===== src/rtl/seg7_capture_pkg.sv =====
// Shared segment pattern constants (active-low g..a) and capture FSM types.
// The hex-to-segment encoder imports the same constants.
package seg7_capture_pkg;

    localparam logic [6:0] SEG7_HEX_0 = 7'h40;
    localparam logic [6:0] SEG7_HEX_1 = 7'h79;
    localparam logic [6:0] SEG7_HEX_2 = 7'h24;
    localparam logic [6:0] SEG7_HEX_3 = 7'h30;
    localparam logic [6:0] SEG7_HEX_4 = 7'h19;
    localparam logic [6:0] SEG7_HEX_5 = 7'h12;
    localparam logic [6:0] SEG7_HEX_6 = 7'h02;
    localparam logic [6:0] SEG7_HEX_7 = 7'h78;
    localparam logic [6:0] SEG7_HEX_8 = 7'h00;
    localparam logic [6:0] SEG7_HEX_9 = 7'h10;
    localparam logic [6:0] SEG7_HEX_A = 7'h08;
    localparam logic [6:0] SEG7_HEX_B = 7'h03;
    localparam logic [6:0] SEG7_HEX_C = 7'h46;
    localparam logic [6:0] SEG7_HEX_D = 7'h21;
    localparam logic [6:0] SEG7_HEX_E = 7'h06;
    localparam logic [6:0] SEG7_HEX_F = 7'h0E;

    typedef enum logic {
        SETTLE,
        HOLD
    } cap_state_t;

endpackage


===== src/rtl/seg7_capture_pattern_decode.sv =====
// Inverse 7-segment table: active-low g..a pattern to hex value.
// Patterns outside the table are reported as illegal.
module seg7_pattern_decode
    import seg7_capture_pkg::*;
(
    input  logic [6:0] seg,
    output logic       legal,
    output logic [3:0] value
);

    always_comb begin
        legal = 1'b1;
        value = 4'h0;
        case (seg)
            SEG7_HEX_0: value = 4'h0;
            SEG7_HEX_1: value = 4'h1;
            SEG7_HEX_2: value = 4'h2;
            SEG7_HEX_3: value = 4'h3;
            SEG7_HEX_4: value = 4'h4;
            SEG7_HEX_5: value = 4'h5;
            SEG7_HEX_6: value = 4'h6;
            SEG7_HEX_7: value = 4'h7;
            SEG7_HEX_8: value = 4'h8;
            SEG7_HEX_9: value = 4'h9;
            SEG7_HEX_A: value = 4'hA;
            SEG7_HEX_B: value = 4'hB;
            SEG7_HEX_C: value = 4'hC;
            SEG7_HEX_D: value = 4'hD;
            SEG7_HEX_E: value = 4'hE;
            SEG7_HEX_F: value = 4'hF;
            default:    legal = 1'b0;
        endcase
    end

endmodule


===== src/rtl/seg7_capture.sv =====
// Receive side of a scanned 7-segment bus: sync, stability filter,
// per-digit capture, frame tracking and protocol error reporting.
module seg7_capture
    import seg7_capture_pkg::*;
#(
    parameter int N_DIGITS      = 4,
    parameter int STABLE_CYCLES = 8,
    parameter int CNT_W         = 4
) (
    input  logic                    clk,
    input  logic                    rst,
    input  logic [7:0]              seg_in,
    input  logic [N_DIGITS-1:0]     an_in,
    output logic [4*N_DIGITS-1:0]   digits_out,
    output logic [N_DIGITS-1:0]     points_out,
    output logic [N_DIGITS-1:0]     digit_valid,
    output logic                    frame_done,
    output logic                    err,
    output logic [1:0]              err_code
);

    localparam logic [CNT_W-1:0] CNT_MAX = CNT_W'(STABLE_CYCLES - 1);

    logic [7:0]            seg_s1, seg_s2;
    logic [N_DIGITS-1:0]   an_s1, an_s2;
    logic [N_DIGITS+7:0]   s, s_prev;
    logic [CNT_W-1:0]      cnt;
    logic [N_DIGITS-1:0]   seen;
    cap_state_t            state, state_next;

    logic                  changed;
    logic                  commit;
    logic [N_DIGITS-1:0]   an_low;
    logic                  blank, single, multi;
    logic                  legal;
    logic [3:0]            value;

    assign s       = {an_s2, seg_s2};
    assign changed = (s != s_prev);
    assign an_low  = ~an_s2;
    assign blank   = (an_low == '0);
    assign single  = $onehot(an_low);
    assign multi   = !blank && !single;

    seg7_pattern_decode u_decode (
        .seg   (seg_s2[6:0]),
        .legal (legal),
        .value (value)
    );

    // Exactly one commit per stable window: the SETTLE->HOLD transition.
    always_comb begin
        state_next = state;
        commit     = 1'b0;
        if (changed) begin
            state_next = SETTLE;
        end else if (state == SETTLE && cnt == CNT_MAX) begin
            state_next = HOLD;
            commit     = 1'b1;
        end
    end

    always_ff @(posedge clk) begin
        if (rst) begin
            seg_s1      <= '1;
            seg_s2      <= '1;
            an_s1       <= '1;
            an_s2       <= '1;
            s_prev      <= '1;
            cnt         <= '0;
            state       <= SETTLE;
            seen        <= '0;
            digits_out  <= '0;
            points_out  <= '0;
            digit_valid <= '0;
            frame_done  <= 1'b0;
            err         <= 1'b0;
            err_code    <= 2'b00;
        end else begin
            seg_s1     <= seg_in;
            seg_s2     <= seg_s1;
            an_s1      <= an_in;
            an_s2      <= an_s1;
            s_prev     <= s;
            state      <= state_next;
            err        <= 1'b0;
            frame_done <= 1'b0;

            if (changed)
                cnt <= '0;
            else if (cnt != CNT_MAX)
                cnt <= cnt + 1'b1;

            if (commit && multi) begin
                err      <= 1'b1;
                err_code <= 2'b10;
            end

            if (commit && single) begin
                for (int i = 0; i < N_DIGITS; i++) begin
                    if (an_low[i]) begin
                        if (legal) begin
                            digits_out[4*i +: 4] <= value;
                            points_out[i]        <= ~seg_s2[7];
                            digit_valid[i]       <= 1'b1;
                        end else begin
                            digit_valid[i] <= 1'b0;
                        end
                    end
                end
                if (!legal) begin
                    err      <= 1'b1;
                    err_code <= 2'b01;
                end
            end

            if (&seen)
                frame_done <= 1'b1;
            seen <= ((&seen) ? '0 : seen)
                  | ((commit && single && legal) ? an_low : '0);
        end
    end

endmodule


===== config.mk =====
export PLATFORM = sky130hd
export DESIGN_NAME = seg7_capture
export DESIGN_NICKNAME = d
export VERILOG_FILES = /design/src/rtl/seg7_capture_pkg.sv /design/src/rtl/seg7_capture_pattern_decode.sv /design/src/rtl/seg7_capture.sv
export SDC_FILE = /design/constraint.sdc
export NUM_CORES = 1
export LEC_CHECK = 0
export ABC_AREA = 1
export BUFFER_PORTS_ARGS = -buffer_cell sky130_fd_sc_hd__buf_2
export CAP_MARGIN = 20
export CORE_MARGIN = 5
export CORE_UTILIZATION = 50
export CTS_CLUSTER_SIZE = 40
export DETAILED_ROUTE_END_ITERATION = 8
export GPL_TIMING_DRIVEN = 0
export HOLD_SLACK_MARGIN = 0.12
export PLACE_DENSITY = 0.75
export SETUP_SLACK_MARGIN = 0.4
export SLEW_MARGIN = 20
export SYNTH_ARGS = -nofsm -noshare
export SYNTH_HDL_FRONTEND = slang
export SYNTH_SLANG_ARGS = --single-unit

===== constraint.sdc =====
create_clock -name clk -period 3.1 [get_ports clk]
set_input_delay 0.155 -clock clk [delete_from_list [all_inputs] [get_ports clk]]
set_output_delay 0.155 -clock clk [all_outputs]
set_load 0.005 [all_outputs]

== Word-level counts from Yosys, hierarchy flattened ==
Cells that the tools add are included.

* Word-level logic and storage cells: 84
* Bits in registers: 73
* Output and inout port bits: 28
* Bits of input ports: 14

* Equal/unequal tests: 19
* $add $sub $neg: 4
* Bitwise logic cells: 4
* Reduce and logical (&&, ||, !) cells: 20
* Muxes and demuxes: 14

{| class="wikitable"
|+ Operators with widths
! cell !! number
|-
| one-hot mux 4 bit (15 select lines) || 1
|-
| == test 7 bit (second input constant) || 4
|-
| == test 7 x 5 -> 1 bit (second input constant) || 3
|-
| == test 7 x 6 -> 1 bit (second input constant) || 3
|-
| OR reduction 16 bit || 1
|-
| == test 7 x 2 -> 1 bit (second input constant) || 2
|-
| == test 7 x 4 -> 1 bit (second input constant) || 2
|-
| inequality test 12 bit || 1
|-
| AND reduction 3 bit || 4
|-
| two-way mux 1 bit || 8
|-
| two-way mux 4 bit || 2
|-
| AND reduction 2 bit || 4
|-
| == test 7 x 3 -> 1 bit (second input constant) || 1
|-
| logical NOT 7 bit || 1
|-
| two-way mux 2 bit || 3
|-
| logical AND 1 bit || 5
|-
| adder 1 x 1 -> 2 bit || 2
|-
| adder 4 x 1 -> 4 bit (second input constant) || 1
|-
| == test 4 x 3 -> 1 bit (second input constant) || 1
|-
| logical NOT 4 bit || 1
|-
| inequality test 4 x 3 -> 1 bit (second input constant) || 1
|-
| inverter 4 bit || 1
|-
| bitwise OR 4 bit || 1
|-
| AND reduction 4 bit || 1
|-
| 5 further kinds || 7
|}

== Logic depth before layout (Yosys ltp) ==
Gate-level depths: netlist of run 1.

* Depth in word-level cells: 10
* Depth in mapped cells: 13
* Gate-level depth less buffers: 12

== Cells and area by module ==
A second synthesis of run 1 with hierarchy kept.

* Cells, all modules: 395
* Area total of the unflattened synthesis: 3,049.2 µm²

{| class="wikitable"
|+ By module, submodules not included
! module !! area each (µm²) !! cells an instance !! times used !! sequential area each (µm²)
|-
| seg7_capture || 2,705.1 || 315 || 1 || 1,461.4
|-
| seg7_pattern_decode || 344.1 || 80 || 1 || 0.0
|}

== Worst setup path before layout of run 1 ==
No wires, ideal clock.

* Path kind: register to register
* From: reg an_s2[0]
* To: reg points_out[2]
* Path buffers: 1
* Clock period less this slack: 2,468 ps
* Stages on the path, launching flop included: 12
* Library setup time: 113 ps
* Path slack: 632 ps
* Arrival time: 2,355 ps
* Data required time: 2,987 ps
* Path through: dfxtp_1 fa_1 inv_1 ha_1 ha_1 nor3_1 inv_1 nor2_4 buf_6 nand4_1 nand2_1 nor2_1

* Word-level cells in the longest chain between the ends: 6
* Elaborated cells between the ends (all ways): 8
* Classes of those cells: add/sub (2); eq/ne (2); mux (1); bitwise (1); reduce/logical (2)

{| class="wikitable"
|+ Ends and longest elaborated chain
! what !! RTL line !! text
|-
| start, declared || seg7_capture.sv:25 || <nowiki>logic [N_DIGITS-1:0] an_s1, an_s2;</nowiki>
|-
| start signal, assigned || seg7_capture.sv:83 || <nowiki>an_s2 <= an_s1;</nowiki>
|-
| inverter 4 bit || seg7_capture.sv:40 || <nowiki>assign an_low = ~an_s2;</nowiki>
|-
| adder 1 x 1 -> 2 bit (implied by the code) || seg7_capture.sv:42 || <nowiki>assign single = $onehot(an_low);</nowiki>
|-
| adder 2 x 2 -> 3 bit (implied by the code) || seg7_capture.sv:42 ||
|-
| == test 3 x 1 -> 1 bit || seg7_capture.sv:42 ||
|-
| logical AND 1 bit (*) || seg7_capture.sv:99 || <nowiki>if (commit && single) begin</nowiki>
|-
| AND reduction 3 bit (no line) (*) || n/a ||
|-
| end signal, assigned by index || seg7_capture.sv:104 || <nowiki>points_out[i] <= ~seg_s2[7];</nowiki>
|-
| end, declared || seg7_capture.sv:15 || <nowiki>output logic [N_DIGITS-1:0] points_out,</nowiki>
|}

Every way passes the cells marked *; elsewhere a longest branch is shown, timed or not.
A chain may end at the register's enable or synchronous reset.

== Worst setup path in the final report of run 1 ==
* From: reg an_s2[0]
* To: reg points_out[3]

Same word-level chain as after synthesis.

==> results of run 1 <==
-- layout by cell type (no fill, tap or decap), drive strengths merged, types with 14 or more instances in the layout --
master,Yosys,final
or2,28,28
nand3,14,14
nor2,94,94
inv,33,34
a21oi,14,14
clkbuf,5,16
buf,7,48
nand2,114,114
nand4,28,28
dfxtp,73,73
-- cell type report --
| type | count | share of cell area, % |
|---|---|---|
| Multi-Input combinational cell | 309 | 40.1 |
| Sequential cell | 73 | 37.9 |
| Timing Repair Buffer | 53 | 8.44 |
| Clock buffer | 11 | 3.41 |
| Inverter | 34 | 3.38 |
| Tap cell | 77 | 2.50 |
| Buffer | 12 | 2.14 |
| Clock inverter | 5 | 2.05 |
-- worst reg2reg max path: cells and delay by family (launching register included) --
| kind | cells | cell delay, ns |
|---|---|---|
| AND/OR/NAND/NOR | 5 | 0.70 |
| buffers and inverters | 3 | 0.33 |
| adder cells (fa/ha/maj) | 3 | 1.03 |
| flip-flops | 1 | 0.38 |
-- repair_timing --
action | CTS | global route
setup endpoints to repair | 16 | 20
gates resized for setup | 1 | 1
cloned | 0 | 0
endpoints found under the hold margin | 12 | 0
buffers inserted | 0 | 0
hold buffers | 12 | 0
pin swaps | 0 | 1
-- state kept, by name, summed over array words and instances (netlist names), 2 cells and up --
name	flops
an_s1	4
an_s2	4
cnt	4
digit_valid	4
digits_out	16
err_code	2
points_out	4
s_prev	12
seen	4
seg_s1	8
seg_s2	8
-- metrics by stage --
step	power (mW)	area [um^2]	hold WS, ns	utilization [%]
2_1_floorplan	1.08	3210	0.259	-
3_3_place_gp	1.10	3510	0.337	55.6
3_5_place_dp	1.11	3510	0.339	55.6
4_1_cts	1.91	3850	0.183	60.9
5_1_grt	1.97	3850	0.206	61.0
6_report	1.89	3850	0.194	61.0
-- cell families (layout without fill, tap and decap cells) --
kind of cell / count (synthesis) / in the layout / synth area share (%)
compound gates: 18 / 18 / 2.89
xor+xnor: 6 / 6 / 1.64
simple gates: 280 / 280 / 41.1
flops: 73 / 73 / 45.5
buf+inv: 46 / 115 / 6.63
fa+ha+maj: 5 / 5 / 2.18
-- worst max-delay path by stage --
stage | to | startpoint | slack, ns
5_1_grt | digits_out[0] | an_s2[0] | 0.42
3_5_place_dp | points_out[1] | an_s2[0] | 0.40
6_report | points_out[3] | an_s2[0] | 0.57
4_1_cts | points_out[3] | an_s2[0] | 0.52
3_3_place_gp | digits_out[1] | an_s2[0] | 0.44
2_1_floorplan | points_out[2] | an_s2[0] | 0.63
-- metal layers --
metal | share of wire [%] | GRT usage (%) | vias to the layer above
li1 | - | - | 1474
met1 | 46 | 21.5 | 1256
met2 | 46 | 26.8 | 73
met3 | 6.1 | 4.59 | 15
met4 | 2.1 | 5.96 | 0
met5 | 0 | 0 | -
-- power breakdown --
group	internal (mW)	leakage (nW)	switching, mW	total (mW)
clock	0.454	0.108	0.334	0.788
combinational	0.0562	1.12	0.0739	0.130
sequential	0.957	0.595	0.0152	0.972
==> flow_results.xml, run 1 <==
<?xml version="1.0" encoding="UTF-8"?>
<metrics>
  <group name="critical_path">
    <metric name="worst-r2r-setup-slack" unit="ns">0.57</metric>
    <metric name="cp_num_buf_inv" unit="">3</metric>
    <metric name="worstPathCellList" unit="">fa_1, inv_1, ha_1, ha_1, nor3_4, inv_1, nor2_4, buf_6, nand4_1, nand2_1, nor2_1</metric>
    <metric name="crit_path_max_fanout" unit="">10</metric>
    <metric name="timing.critical_path.slowest_cell_delay" unit="ns">0.55</metric>
    <metric name="critPathCaptureType" unit="">register</metric>
    <metric name="r2r-end" unit="">points_out[3]</metric>
    <metric name="setup_crit_path_kind" unit="">reg2reg</metric>
    <metric name="r2r_start" unit="">an_s2[0]</metric>
    <metric name="cp-start-kind" unit="">register</metric>
    <metric name="worstSetupPathDepth" unit="">11</metric>
    <metric name="worst-endpoint-required" unit="ns">3.34</metric>
    <metric name="critical_path_s_slowest_cell" unit="">fa_1</metric>
    <metric name="rr_worst_depth" unit="">11</metric>
    <metric name="critPathArrivalTime" unit="ns">2.77</metric>
    <metric name="cp_top_family" unit="">adder cells</metric>
  </group>
  <group name="final_layout">
    <metric name="layout-drive-gt1-share" unit="%">24.5</metric>
    <metric name="areaGrowthSynthToFinish" unit="%">20.0</metric>
    <metric name="final_cell_count_no_fill" unit="">574</metric>
    <metric name="multi_input_logic_area" unit="mm^2">0.00155</metric>
    <metric name="regArea" unit="mm^2">0.00146</metric>
    <metric name="final_net_count" unit="">511</metric>
    <metric name="num_antenna_cells" unit="">0</metric>
    <metric name="number_of_inserted_filler_cells_in_the_final_layout" unit="">592</metric>
  </group>
  <group name="clock_tree">
    <metric name="tritoncts.num_buffers" unit="">9</metric>
    <metric name="clock_tree.buffer_depth" unit="">2</metric>
    <metric name="tritoncts" unit="">built</metric>
    <metric name="clock_sinks" unit="">73</metric>
    <metric name="clk_transition_reported_paths" unit="ns">0.07</metric>
    <metric name="cts.htree.levels" unit="">3</metric>
    <metric name="clk_latency" unit="ns">0.33</metric>
    <metric name="clock-root-buffer" unit="">clkbuf_8</metric>
  </group>
  <group name="floorplanning">
    <metric name="num_io_pins" unit="">42</metric>
    <metric name="die_area" unit="mm^2">0.00812</metric>
    <metric name="rows" unit="">29</metric>
    <metric name="die_h" unit="um">90.1</metric>
    <metric name="initial_utilization" unit="%">50.8</metric>
    <metric name="core_area" unit="mm^2">0.00631</metric>
    <metric name="chipWidth" unit="um">90.1</metric>
  </group>
  <group name="routing">
    <metric name="vias" unit="">2818</metric>
    <metric name="avgViaCountPerCell" unit="">4.91</metric>
    <metric name="detail_route.iter0.violations" unit="">191</metric>
    <metric name="detail-route-antenna-nets" unit="">0</metric>
    <metric name="detail_route.first_pass.iterations" unit="">4</metric>
    <metric name="wl_per_cell" unit="um">11.1</metric>
    <metric name="routed_wl" unit="um">6380</metric>
    <metric name="drc" unit="">0</metric>
  </group>
  <group name="sta">
    <metric name="timing.final.crit_share" unit="%">81.7</metric>
    <metric name="timing.final.hold_violations" unit="">0</metric>
    <metric name="setup_repair_after_global_routing_missed_its_margin" unit="">false</metric>
    <metric name="clock_skew" unit="ns">0.00681</metric>
    <metric name="finalMaxSlewViolations" unit="">0</metric>
    <metric name="tightestPinTransition" unit="ns">0.449</metric>
    <metric name="timing.slew.headroom" unit="%">70.1</metric>
    <metric name="setup-violations-final" unit="">0</metric>
    <metric name="fin_tns_setup" unit="ns">0</metric>
    <metric name="min_period" unit="ns">2.53</metric>
    <metric name="fmax" unit="GHz">0.395</metric>
    <metric name="fin_ws" unit="ns">0.566</metric>
  </group>
  <group name="yosys">
    <metric name="synthesis.area" unit="mm^2">0.00321</metric>
    <metric name="async_reset_ff_share" unit="%">0</metric>
    <metric name="yosysSeqAreaShare" unit="%">45.5</metric>
    <metric name="synth_cells" unit="">428</metric>
    <metric name="synth_warnings" unit="">0</metric>
    <metric name="synth-main-ff-cell" unit="">dfxtp_1</metric>
    <metric name="ys_top_cells_by_area" unit="">dfxtp_1 46%, nand2_1 13%, nor2_1 8.8%, nand4_1 5.5%, or2_2 5.5%</metric>
    <metric name="ys_seq_elements" unit="">73</metric>
    <metric name="synthMostInstantiatedCell" unit="">nand2_1</metric>
    <metric name="synth_cell_types" unit="">26</metric>
    <metric name="syn_area_per_cell" unit="um^2">7.50</metric>
    <metric name="synth_nets" unit="">447</metric>
    <metric name="synth_enable_flop_cells" unit="">0</metric>
    <metric name="synth.largest_area_cell" unit="">dfxtp_1</metric>
    <metric name="synth.top_cell.area_share" unit="%">45.5</metric>
    <metric name="post_synth_most_frequent_cells" unit="">110 x nand2_1, 75 x nor2_1, 73 x dfxtp_1, 28 x nand4_1, 28 x or2_2</metric>
  </group>
  <group name="place">
    <metric name="port-buffer-count" unit="">41</metric>
    <metric name="gp_congestion" unit="">0.895</metric>
    <metric name="number_of_cells_in_the_design_after_placement" unit="">546</metric>
    <metric name="place_worst_setup_slack" unit="ns">0.398</metric>
    <metric name="place_hpwl" unit="um">4830</metric>
  </group>
  <group name="hold_path">
    <metric name="min_path_cells" unit="">4</metric>
    <metric name="worstHoldPathType" unit="">in2reg</metric>
    <metric name="worst_hold_startpoint" unit="">rst</metric>
    <metric name="timing.hold.worst_endpoint" unit="">err_code[1]</metric>
  </group>
  <group name="global_routing">
    <metric name="grt_max_degree" unit="">13</metric>
    <metric name="global_route.overflow_total" unit="">0</metric>
    <metric name="first_global_vias" unit="">2539</metric>
    <metric name="global_route_wire_length_before_repair" unit="um">11400</metric>
    <metric name="grt_antenna_before_repair" unit="">0</metric>
    <metric name="global_route.usage.total" unit="%">16.7</metric>
  </group>
  <group name="flow_run">
    <metric name="drv_cap" unit="">0</metric>
  </group>
  <group name="status">
    <metric name="outcome" unit="">finished clean</metric>
  </group>
  <group name="pwr">
    <metric name="standby_leakage_power" unit="nW">1.82</metric>
    <metric name="power_per_unit_of_standard_cell_area" unit="mW/mm^2">491</metric>
    <metric name="vdd.ir_drop.worst" unit="mV">0.464</metric>
  </group>
</metrics>
(Power assumes the default switching activity.)
==> run 2: changes to the inputs <==
Settings changed: PLACE_DENSITY 0.75 to 0.77.
Clock period 3.1 ns to 2.1 ns, I/O delays scaled along.
==> run 2 against run 1 <==
  * The run now ends with negative setup slack left
  * Clock skew is 0.0024 ns higher
  * Combinational power is 73% higher
  * Global-route usage is 1.0 points higher
  * Non-clock buffer count is 8 higher
  * Via count is 0.99% higher
  * Hold slack better by 0.22 ns
  * Clock-buffer cell count is 1 lower
==> flow_results.xml, run 2 (same netlist as run 1, synthesis figures left out) <==
<?xml version="1.0" encoding="UTF-8"?>
<metrics>
  <group name="status">
    <metric name="outcome" unit="">finished, violations left</metric>
    <metric name="violations_in_the_final_reports" unit="">negative setup slack</metric>
  </group>
  <group name="floorplanning">
    <metric name="die_area" unit="mm^2">0.00812</metric>
    <metric name="core_area" unit="mm^2">0.00631</metric>
    <metric name="die_h" unit="um">90.1</metric>
    <metric name="num_io_pins" unit="">42</metric>
    <metric name="rows" unit="">29</metric>
    <metric name="initial_utilization" unit="%">50.8</metric>
    <metric name="chipWidth" unit="um">90.1</metric>
  </group>
  <group name="final_layout">
    <metric name="registers.top_by_ff_count" unit="">digits_out</metric>
    <metric name="reg.largest.list" unit="">digits_out x16, s_prev x12</metric>
    <metric name="final_net_count" unit="">519</metric>
    <metric name="num_antenna_cells" unit="">0</metric>
    <metric name="commonest_non_fill_non_tap_cell_in_the_layout" unit="">nand2_1</metric>
    <metric name="max_ffs_per_register" unit="">16</metric>
    <metric name="areaGrowthSynthToFinish" unit="%">27.0</metric>
    <metric name="layout-drive-gt1-share" unit="%">30.5</metric>
    <metric name="final_cell_count_no_fill" unit="">582</metric>
    <metric name="layout.cells.most_common_list" unit="">107 x nand2_1, 74 x nor2_1, 70 x dfxtp_1</metric>
  </group>
  <group name="routing">
    <metric name="avgViaCountPerCell" unit="">4.89</metric>
    <metric name="detail_route.iter0.violations" unit="">216</metric>
    <metric name="vias" unit="">2846</metric>
    <metric name="wl_per_cell" unit="um">12.1</metric>
    <metric name="routed_wl" unit="um">7050</metric>
    <metric name="detail-route-antenna-nets" unit="">0</metric>
    <metric name="drc" unit="">0</metric>
    <metric name="detail_route.first_pass.iterations" unit="">4</metric>
  </group>
  <group name="clock_tree">
    <metric name="clock-root-buffer" unit="">clkbuf_8</metric>
    <metric name="clock_sinks" unit="">73</metric>
    <metric name="clk_latency" unit="ns">0.36</metric>
    <metric name="cts.htree.levels" unit="">3</metric>
    <metric name="tritoncts.num_buffers" unit="">9</metric>
    <metric name="clock_tree.buffer_depth" unit="">2</metric>
    <metric name="tritoncts" unit="">built</metric>
    <metric name="clk_transition_reported_paths" unit="ns">0.08</metric>
  </group>
  <group name="global_routing">
    <metric name="global_route_wire_length_before_repair" unit="um">11900</metric>
    <metric name="first_global_vias" unit="">2727</metric>
    <metric name="grt_antenna_before_repair" unit="">0</metric>
    <metric name="grt_max_degree" unit="">15</metric>
    <metric name="global_route.usage.total" unit="%">17.7</metric>
    <metric name="global_route.overflow_total" unit="">0</metric>
  </group>
  <group name="pwr">
    <metric name="power.switching_fraction" unit="%">23.7</metric>
    <metric name="power_switching" unit="uW">702</metric>
    <metric name="p_int" unit="mW">2.26</metric>
    <metric name="clock_power_share" unit="%">44.1</metric>
    <metric name="vdd.ir_drop.worst" unit="mV">0.734</metric>
    <metric name="comb_power_share" unit="%">7.6</metric>
    <metric name="power_per_unit_of_standard_cell_area" unit="mW/mm^2">727</metric>
    <metric name="sequentialPowerShare" unit="%">48.3</metric>
    <metric name="standby_leakage_power" unit="nW">1.88</metric>
  </group>
  <group name="critical_path">
    <metric name="worst-endpoint-required" unit="ns">2.36</metric>
    <metric name="crit_path_max_fanout" unit="">5</metric>
    <metric name="cp-start-kind" unit="">register</metric>
    <metric name="r2r_start" unit="">an_s2[3]</metric>
    <metric name="critPathArrivalTime" unit="ns">2.58</metric>
    <metric name="cp_top_family" unit="">adder cells</metric>
    <metric name="timing.critical_path.slowest_cell_delay" unit="ns">0.55</metric>
    <metric name="cp_num_buf_inv" unit="">3</metric>
    <metric name="critPathCaptureType" unit="">register</metric>
    <metric name="critical_path_s_slowest_cell" unit="">fa_1</metric>
    <metric name="worstPathCellList" unit="">fa_1, inv_2, ha_4, ha_4, nor3_4, inv_2, nor2_4, buf_2, nand4_1, nand2_1, nor2_1</metric>
    <metric name="setup_crit_path_kind" unit="">reg2reg</metric>
    <metric name="worst-r2r-setup-slack" unit="ns">-0.23</metric>
    <metric name="r2r-end" unit="">points_out[3]</metric>
    <metric name="rr_worst_depth" unit="">11</metric>
  </group>
  <group name="sta">
    <metric name="finalMaxSlewViolations" unit="">0</metric>
    <metric name="fin_ws" unit="ns">-0.228</metric>
    <metric name="setup-violations-final" unit="">31</metric>
    <metric name="clock_skew" unit="ns">0.00920</metric>
    <metric name="timing.final.crit_share" unit="%">111</metric>
    <metric name="tightestPinTransition" unit="ns">0.622</metric>
    <metric name="timing.final.hold_violations" unit="">0</metric>
    <metric name="timing.slew.headroom" unit="%">58.5</metric>
    <metric name="min_period" unit="ns">2.33</metric>
    <metric name="fmax" unit="GHz">0.430</metric>
    <metric name="setup_repair_after_global_routing_missed_its_margin" unit="">true</metric>
  </group>
  <group name="hold_path">
    <metric name="worst_hold_startpoint" unit="">seg_s1[6]</metric>
    <metric name="timing.hold.worst_endpoint" unit="">seg_s2[6]</metric>
    <metric name="worstHoldPathType" unit="">reg2reg</metric>
    <metric name="min_path_cells" unit="">1</metric>
  </group>
  <group name="place">
    <metric name="place_hpwl" unit="um">4760</metric>
    <metric name="place_worst_setup_slack" unit="ns">-0.186</metric>
    <metric name="gp_congestion" unit="">0.849</metric>
    <metric name="port-buffer-count" unit="">41</metric>
    <metric name="number_of_cells_in_the_design_after_placement" unit="">546</metric>
  </group>
  <group name="flow_run">
    <metric name="drv_cap" unit="">0</metric>
  </group>
</metrics>
## run 2: changes by cell type in the layout (fill, tap and decap cells not counted), moves of 3 or more
cell,previous run,this run
a21oi_1,14,5
a21oi_2,0,9
buf_4,0,4
dfxtp_1,73,70
inv_1,25,22
inv_2,7,10
nand2_1,110,107
nand3_4,0,3
## run 2: how the worst max path moves through the flow
stage                     end  cells past startpoint  slack, ns     start
2_1_floorplan   points_out[2]                     11      0.005  an_s2[3]
3_3_place_gp    digits_out[4]                     11      -0.14  an_s2[1]
3_5_place_dp    digits_out[4]                     11      -0.19  an_s2[1]
4_1_cts        digits_out[13]                     11      -0.15  an_s2[3]
5_1_grt         digits_out[3]                     11      -0.34  an_s2[3]
6_report        points_out[3]                     11      -0.23  an_s2[3]
## run 2: area by class of cell
class / count / area (um^2)
tap: 77 / 96.3
buffer: 12 / 82.6
sequential: 73 / 1470
clock inverter: 6 / 93.8
inverter: 34 / 130
fill: 552 / 2240
timing repair buffer: 61 / 402
multi-input combinational: 309 / 1650
clock buffer: 10 / 149
## run 2: stage by stage
step / setup TNS (ns) / power [mW] / cell area (um^2) / hold slack [ns] / util, %
CTS: -3.87 / 2.97 / 4040 / 0.409 / 64.0
global placement: -2.62 / 1.64 / 3550 / 0.286 / 56.3
detailed placement: -3.89 / 1.65 / 3550 / 0.289 / 56.3
floorplan: 0 / 1.60 / 3250 / 0.209 / -
finish: -5.73 / 2.96 / 4080 / 0.411 / 64.6
global route: -8.93 / 3.08 / 4080 / 0.426 / 64.6
## run 2: what timing repair did
item	4_1_cts	5_1_grt
cloned	1	1
hold endpoints to repair	13	0
hold buffers	13	0
setup endpoints to repair	31	32
pin swaps	12	10
gates resized for setup	17	5
buffers inserted	3	2
## run 2: worst register-to-register path, delay by kind of cell, from the launching register on
kind                       cells  cell delay (ns)
adders and majority gates      3             0.91
buffers and inverters          3             0.34
and+or+nand+nor                5             0.62
DFF                            1             0.35
## run 2: layer usage
metal  track usage (%)  up-vias  part of all wire, %
met3              6.09       10                  6.8
met5                 0        -                    0
met1              20.7     1267                   43
li1                  -     1491                    -
met2              29.9       78                   49
met4              6.33        0                  1.8
## run 2: power by group through the flow
stage | Combinational, mW | Clock, mW | Sequential, mW
after detailed placement | 0.182 | 0 | 1.47
after global routing | 0.250 | 1.39 | 1.44
final | 0.225 | 1.31 | 1.43
after floorplan | 0.142 | 0 | 1.46
after global placement | 0.177 | 0 | 1.46
after CTS | 0.210 | 1.33 | 1.43
